`src/rtl/addsub_pipe_if.sv`:
```
// Valid/ready stream bundle for addsub_pipe: operands and op flags in, result and overflow out.
interface addsub_pipe_if #(
  parameter int a_bits = 32,
  parameter int b_bits = 32,
  parameter int q_bits = 32
);
  logic              i_valid;
  logic              o_ready;
  logic [a_bits-1:0] i_a;
  logic [b_bits-1:0] i_b;
  logic              i_sub;
  logic              i_sat;
  logic              o_valid;
  logic              i_ready;
  logic [q_bits-1:0] o_q;
  logic              o_ovf;

  // Upstream/downstream side that drives operands and consumes results.
  modport master (
    output i_valid, i_a, i_b, i_sub, i_sat, i_ready,
    input  o_ready, o_valid, o_q, o_ovf
  );

  // The adder/subtractor itself.
  modport slave (
    input  i_valid, i_a, i_b, i_sub, i_sat, i_ready,
    output o_ready, o_valid, o_q, o_ovf
  );
endinterface

```
`src/rtl/addsub_pipe.sv`:
```
// Pipelined adder/subtractor with signed/unsigned operands, optional saturation,
// overflow flag and a stall-everything valid/ready handshake. The whole result is
// formed in stage 0; the remaining stages are a plain delay line.
module addsub_pipe #(
  parameter int latency     = 3,
  parameter int a_bits      = 32,
  parameter int b_bits      = 32,
  parameter int q_bits      = 32,
  parameter bit signed_mode = 1'b0
) (
  input  logic         i_clk,
  input  logic         i_rst,
  addsub_pipe_if.slave bus
);

  // Exact arithmetic width: one bit for carry/borrow, one for the sign of a difference.
  localparam int ab_max = (a_bits > b_bits) ? a_bits : b_bits;
  localparam int w_bits = ab_max + 2;
  // Check width is strictly wider than both r and q, so range tests are plain bit tests.
  localparam int c_bits = ((w_bits > q_bits) ? w_bits : q_bits) + 1;

  logic                en;
  logic [w_bits-1:0]   a_ext;
  logic [w_bits-1:0]   b_ext;
  logic [w_bits-1:0]   r;
  logic [c_bits-1:0]   r_c;
  logic                fit_s;
  logic                fit_u;
  logic                fits;
  logic                neg;
  logic [q_bits-1:0]   max_pos;
  logic [q_bits-1:0]   min_neg;
  logic [q_bits-1:0]   sat_val;

  logic [latency-1:0]  vld_q;
  logic [latency-1:0]  vld_d;
  logic [latency-1:0]  ovf_q;
  logic [latency-1:0]  ovf_d;
  logic [q_bits-1:0]   res_q [latency];
  logic [q_bits-1:0]   res_d [latency];

  // Stage 0 arithmetic: extend, add/sub exactly, then decide fit and the final result.
  always_comb begin
    a_ext   = {{(w_bits-a_bits){signed_mode & bus.i_a[a_bits-1]}}, bus.i_a};
    b_ext   = {{(w_bits-b_bits){signed_mode & bus.i_b[b_bits-1]}}, bus.i_b};
    r       = bus.i_sub ? (a_ext - b_ext) : (a_ext + b_ext);
    // r is always a correct two's complement value in w_bits, even for unsigned operands.
    r_c     = {{(c_bits-w_bits){r[w_bits-1]}}, r};
    neg     = r_c[c_bits-1];
    // Signed fit: every bit from the q sign bit upward is a copy of the sign.
    fit_s   = (r_c[c_bits-1:q_bits-1] == '0) || (r_c[c_bits-1:q_bits-1] == '1);
    // Unsigned fit: nothing set above the q field, which also rejects negatives.
    fit_u   = (r_c[c_bits-1:q_bits] == '0);
    fits    = signed_mode ? fit_s : fit_u;
    max_pos = '1;
    max_pos[q_bits-1] = 1'b0;
    min_neg = '0;
    min_neg[q_bits-1] = 1'b1;
    if (signed_mode) begin
      sat_val = neg ? min_neg : max_pos;
    end else begin
      sat_val = neg ? '0 : '1;
    end
  end

  // Next-state for every stage: stage 0 takes the new result, others shift.
  always_comb begin
    vld_d    = '0;
    ovf_d    = '0;
    for (int i = 0; i < latency; i++) begin
      res_d[i] = '0;
    end
    vld_d[0] = bus.i_valid;
    ovf_d[0] = !fits;
    res_d[0] = (fits || !bus.i_sat) ? r_c[q_bits-1:0] : sat_val;
    for (int i = 1; i < latency; i++) begin
      vld_d[i] = vld_q[i-1];
      ovf_d[i] = ovf_q[i-1];
      res_d[i] = res_q[i-1];
    end
  end

  // Pipeline registers: reset clears everything, otherwise advance only when enabled.
  always_ff @(posedge i_clk) begin
    if (i_rst) begin
      vld_q <= '0;
      ovf_q <= '0;
      for (int i = 0; i < latency; i++) begin
        res_q[i] <= '0;
      end
    end else if (en) begin
      vld_q <= vld_d;
      ovf_q <= ovf_d;
      for (int i = 0; i < latency; i++) begin
        res_q[i] <= res_d[i];
      end
    end
  end

  // Whole pipe moves unless a finished result is waiting on downstream.
  assign en          = !vld_q[latency-1] || bus.i_ready;
  assign bus.o_ready = en;
  assign bus.o_valid = vld_q[latency-1];
  assign bus.o_q     = res_q[latency-1];
  assign bus.o_ovf   = ovf_q[latency-1];

endmodule

```
`src/flat_wrapper.sv`:
```
// flat-port wrapper written by rule: the top's interface ports become plain ports
module addsub_pipe_flat 
#(
  parameter int latency     = 3,
  parameter int a_bits      = 32,
  parameter int b_bits      = 32,
  parameter int q_bits      = 32,
  parameter bit signed_mode = 1'b0
)
  (i_clk, i_rst, bus_i_valid, bus_i_a, bus_i_b, bus_i_sub, bus_i_sat, bus_i_ready, bus_o_ready, bus_o_valid, bus_o_q, bus_o_ovf);
  addsub_pipe_if #(.a_bits(a_bits), .b_bits(b_bits), .q_bits(q_bits)) bus_i ();
  input  logic i_clk;
  input  logic i_rst;
  input wire logic [$bits(bus_i.i_valid)-1:0] bus_i_valid;
  input wire logic [$bits(bus_i.i_a)-1:0] bus_i_a;
  input wire logic [$bits(bus_i.i_b)-1:0] bus_i_b;
  input wire logic [$bits(bus_i.i_sub)-1:0] bus_i_sub;
  input wire logic [$bits(bus_i.i_sat)-1:0] bus_i_sat;
  input wire logic [$bits(bus_i.i_ready)-1:0] bus_i_ready;
  output wire logic [$bits(bus_i.o_ready)-1:0] bus_o_ready;
  output wire logic [$bits(bus_i.o_valid)-1:0] bus_o_valid;
  output wire logic [$bits(bus_i.o_q)-1:0] bus_o_q;
  output wire logic [$bits(bus_i.o_ovf)-1:0] bus_o_ovf;
  assign bus_i.i_valid = bus_i_valid;
  assign bus_i.i_a = bus_i_a;
  assign bus_i.i_b = bus_i_b;
  assign bus_i.i_sub = bus_i_sub;
  assign bus_i.i_sat = bus_i_sat;
  assign bus_i.i_ready = bus_i_ready;
  assign bus_o_ready = bus_i.o_ready;
  assign bus_o_valid = bus_i.o_valid;
  assign bus_o_q = bus_i.o_q;
  assign bus_o_ovf = bus_i.o_ovf;
  addsub_pipe #(.latency(latency), .a_bits(a_bits), .b_bits(b_bits), .q_bits(q_bits), .signed_mode(signed_mode)) u_core (.i_clk(i_clk), .i_rst(i_rst), .bus(bus_i));
endmodule
```
`config.mk`:
```
export PLATFORM = sky130hd
export DESIGN_NAME = addsub_pipe_flat
export DESIGN_NICKNAME = d
export VERILOG_FILES = /design/src/rtl/addsub_pipe_if.sv /design/src/rtl/addsub_pipe.sv /design/src/flat_wrapper.sv
export SDC_FILE = /design/constraint.sdc
export NUM_CORES = 1
export LEC_CHECK = 0
export ABC_AREA = 1
export CAP_MARGIN = 30
export CELL_PAD_IN_SITES_DETAIL_PLACEMENT = 0
export CELL_PAD_IN_SITES_GLOBAL_PLACEMENT = 1
export CORE_MARGIN = 2
export CORE_UTILIZATION = 41
export DETAILED_ROUTE_END_ITERATION = 16
export HOLD_SLACK_MARGIN = 0.03
export MAX_ROUTING_LAYER = met4
export PLACE_DENSITY = 0.88
export SLEW_MARGIN = 20
export SYNTH_ARGS = -nofsm -noshare
export SYNTH_HDL_FRONTEND = slang
export SYNTH_SLANG_ARGS = --single-unit
```
`constraint.sdc`:
```
create_clock -name i_clk -period 3.5 [get_ports i_clk]
set_input_delay 0.35 -clock i_clk [delete_from_list [all_inputs] [get_ports i_clk]]
set_output_delay 0.35 -clock i_clk [all_outputs]
set_load 0.02 [all_outputs]
```
Yosys cells after proc, flatten, opt, wreduce, memory -nomap -nowiden
Memory sizes are Yosys's and may differ from the RTL's.
Index checks and enable logic that the tools add are counted.
- memory bits (writable): 96
- flip-flop bits (word level): 6
- input port bits: 70
- word-level logic and storage cells: 25
- memories: 1
- reductions and logical operators: 6
- muxes and demuxes: 11
- add/sub/neg operators: 2
- bitwise operators: 3
- memories (memory ; words ; width ; rd ports ; clocked after memory_dff ; wr ports ; line ; RTL):
    u_core.res_q ; 3 ; 32 ; 3 ; 0 ; 3 ; addsub_pipe.sv:39 ; logic [q_bits-1:0] res_q [latency];
- operators by type and width (operator ; number):
    32-bit 2-to-1 mux ; 5
    34-bit 2-to-1 mux ; 1
    32-bit by 32-bit adder with 33-bit output ; 1
    32-bit by 32-bit subtractor with 33-bit output ; 1
    1-bit 2-to-1 mux ; 5
    1-bit logical NOT ; 3
    3-bit logical NOT ; 1
    1-bit bitwise OR ; 3
    1-bit logical OR ; 2

Logic depth before layout (Yosys ltp)
- depth in word-level cells: 6
- mapped depth: 18

Least setup slack after synthesis
Ideal clock, no wire load.
- kind: flip-flop to flip-flop
- from: reg u_core.vld_q[2]
- to: mem u_core.res_q[0][0] (enable)
- arrival time: 2257 ps
- setup slack: 320 ps
- stages on the path, launching flop included: 4
- library setup time: 923 ps
- cell sequence: dfxtp_1 inv_1 nor2_1 nand2_1
- RTL lines (item ; line ; RTL):
    from (decl) ; addsub_pipe.sv:35 ; logic [latency-1:0] vld_q;
    from (signal assigned) ; addsub_pipe.sv:92 ; vld_q <= vld_d;
    to (decl) ; addsub_pipe.sv:39 ;

==> impl_results.md <==
- Initial antenna violation count: 0
- RR Startpoint: u_core.vld_q[2]
- Peak per-stage delay on the critical path: 0.50 ns
- Drt initial violations: 579
- Maximum VDD drop: 0.259 mV
- Largest net degree at the start of global routing: 70
- DPL Wire Length: 22700 um
- Antenna diodes: 0
- Post-Route Skew: 0.00350 ns
- RSZ-0062 raised after global routing: no
- Die area: 25000 um^2
- Crit end category: flop
- Total power: 0.00372 W
- Switching portion of total power: 34.9%
- Overall Global Routing Usage: roughly 23%
- Root buffer cell: clkbuf_16
- Die height: 158 um
- I/O Pins: 105
- Fmax: 336 MHz
- Sequential element share of the synthesized area: 30.8%
- Levels on crit path: 15
- Crit path required time: 3.66 ns
- Critical hold path startpoint: u_core.ovf_q[0]
- Reg2reg path depth: 6
- CTS Buffer Depth: 2
- Share of cells above drive strength 1: 5.65%
- Detail Route Antenna Nets: 0
- Worst path bufs/invs: 3
- Clock power frac: 23.9%
- Clk sinks: 102
- Avg WL per Cell: about 14 um
- CTS tree: yes
- P_sw: 0.00130 W
- CTS Buf Count: 9
- Site row count: 56
- Internal: about 0.0024 W
- Skew-Pair Late Insertion Delay: 0.33 ns
- Leak: 5.93 nW
- H-Tree Depth: 3
- Via-to-Cell Ratio: 4.71
- Worst min path class: flop to flop
- Crit path arrival time: roughly 3.1 ns
- Most used cell, CP: nand2_1
- Mapped Cells: 1526
- Layout area overhead: 15.8%
- Yosys top cell by area: edfxtp_1
- Fin crit share: 85.0%
- Crit path cell chain: clkdlybuf4s50_1, inv_1, ha_1, fa_1, inv_1, nand3_1, nand2_1, nand2_1, nand2_1, nand2_1, nand2_2, nand2_4, nand3_2, nand4_4, a21oi_1
- Total grt overflow: 0
- Worst setup endpoint: u_core.res_q[0][19]
- Library cells used by synthesis: 42
- Reg power frac: roughly two fifths
- Crit start category: primary input
- Post-Syn Area: between 9000 and 10000 um^2
- FF-to-FF setup slack: between 1.5 and 2 ns
- Logic pwr share: ~36%
- Reg2reg end: u_core.res_q[0][19]
- Slew HR: 54.2%
- Global-route wire length before repair: 42300 um
- Least-Margin Pin Slew: 0.687 ns
- Power Density: around 330 nW/um^2
- Setup CP Type: primary input to flop
- Residual DRC: 0
- Buffers added on ports: 104
- Die X: 158 um
- Mapped Avg Cell Area: 6.38 um^2
- Slew Limit Fails: 0
- #FFs+latches synth: 102
- Fillers: 2461
- Fin. Hold Viols: 0
- Vias: 9089
- CTS-repair resized insts: 0
- Crit path time final: 2.98 ns
- Routability congestion estimate: 0.989
- Clock-pin slew of the registers on the worst-case setup and hold paths: 0.06 ns
- Worst Path Max Fanout: 32
- Initial Util: a little over two fifths
- Final nets: ~1700
- Endpoints failing setup: 0
- Total negative setup slack: 0 ns
- Max-cap violations: 0
- TritonRoute pass-1 iters: 5
- Status: completed
- Cts hold-fix bufs: 0
- CORE AREA: 23400 um^2
- Vias in the first global route: 8395
- Net Count, Synth: between 1500 and 2000
- Top cells by area, synth: edfxtp_1 30%, nand2_1 21%, inv_1 13%, ha_1 8.2%, nor2_1 6.6%
- Critical Path Start: bus_i_a[0]
- Post-CTS setup buffers: 0
- CP delay by family, top: simple AND/OR/NAND/NOR gates
- Yosys Warn Count: 0
- Synth top area share: 29.6%
- Slowest-stage cell, CP: nand4_4
- Drt total wl: 26800 um
## worst register-to-register path, stage by stage, from the launching register on
cell     delay [ns]
dfxtp_1        0.32
inv_1          0.04
nor2_1         0.23
inv_1          0.15
nand2_4        0.52
buf_12         0.31
a21oi_1        0.07
## worst min-delay path by stage
stage	depth (start not counted)	endpoint	slack, ns
floorplan	2	u_core.vld_q[1]	0.44
global route	2	u_core.vld_q[2]	0.50
finish	2	u_core.ovf_q[1]	0.47
detailed placement	2	u_core.vld_q[1]	0.46
CTS	2	u_core.vld_q[1]	0.48
global placement	2	u_core.vld_q[1]	0.45
## cells in the final DEF, fill, tap and decap left out, types with 9 or more instances in the layout
cell	synthesis	routed
nand2_1	540	538
inv_1	333	333
nor2_1	171	171
clkdlybuf4s50_1	0	103
edfxtp_1	96	96
nand3_1	73	73
ha_1	64	64
a21oi_1	45	45
nand4_1	24	24
a21oi_2	20	20
nor3_1	14	14
xor2_1	12	12
o21ai_0	11	11
nor2_2	9	9
clkbuf_16	0	9
## cells in the mapped netlist (all sizes together)
master,number
edfxtp,96
and2,8
nand2,552
xnor2,2
xor2,12
ha,64
o21a,1
clkinv,1
o211ai,2
dfxtp,6
a21oi,66
o22ai,3
nor3,15
clkbuf,14
and3,1
buf,29
a31oi,3
o21bai,5
inv,341
o21ai,12
a21o,1
nand3,83
fa,2
nor2,182
nand4,25
## sequential cells by signal, indices dropped and copies added (netlist names)
signal        count
u_core.vld_q      3
u_core.ovf_q      3
u_core.res_q     96
## logic make-up after synthesis
logic type | after synthesis | synth area share [%]
simple gates | 866 | 37.4
buf+inv | 385 | 15.9
flops | 102 | 30.8
compound gates | 93 | 5.98
fa+ha+maj | 66 | 8.64
xor+xnor | 14 | 1.26
## power by group through the flow
| stage | combinational (W) | clock, W | sequential (W) |
|---|---|---|---|
| CTS | 0.00132 | 0.000913 | 0.00150 |
| floorplan | 0.000877 | 0 | 0.00156 |
| finish | 0.00133 | 0.000888 | 0.00150 |
| global route | 0.00149 | 0.000950 | 0.00151 |
| global placement | 0.00131 | 0 | 0.00152 |
| detailed placement | 0.00132 | 0 | 0.00153 |
## per-layer routing
layer	vias up	wire length (um)	track usage, %
li1	4781	-	-
met1	4047	12600	28.9
met2	211	12400	38.2
met3	50	923	1.23
met4	0	876	7.64
met5	-	0	-
## cell type report
type / instances / area (um^2) / share of cell area (%)
flip-flops and latches: 102 / 3000 / 26.6
inverters: 342 / 1280 / 11.4
well taps: 319 / 399 / 3.54
clock buffers: 9 / 225 / 2.00
clock inverters: 7 / 48.8 / 0.433
multi-input cells: 1039 / 5200 / 46.1
repair buffers: 111 / 1110 / 9.88
## through the flow
step / area (um^2) / util, % / worst slack, ns / hold WS, ns / cells
2_1_floorplan: 9740 / - / 0.320 / 0.444 / 1526
3_3_place_gp: 11000 / 46.9 / 0.302 / 0.450 / 1912
3_5_place_dp: 11000 / 47.0 / 0.168 / 0.459 / 1913
4_1_cts: 11300 / 48.2 / 0.509 / 0.476 / 1929
5_1_grt: 11300 / 48.2 / 0.296 / 0.501 / 1929
6_report: 11300 / 48.2 / 0.525 / 0.474 / 1929
Power figures use the tool's default switching activity.
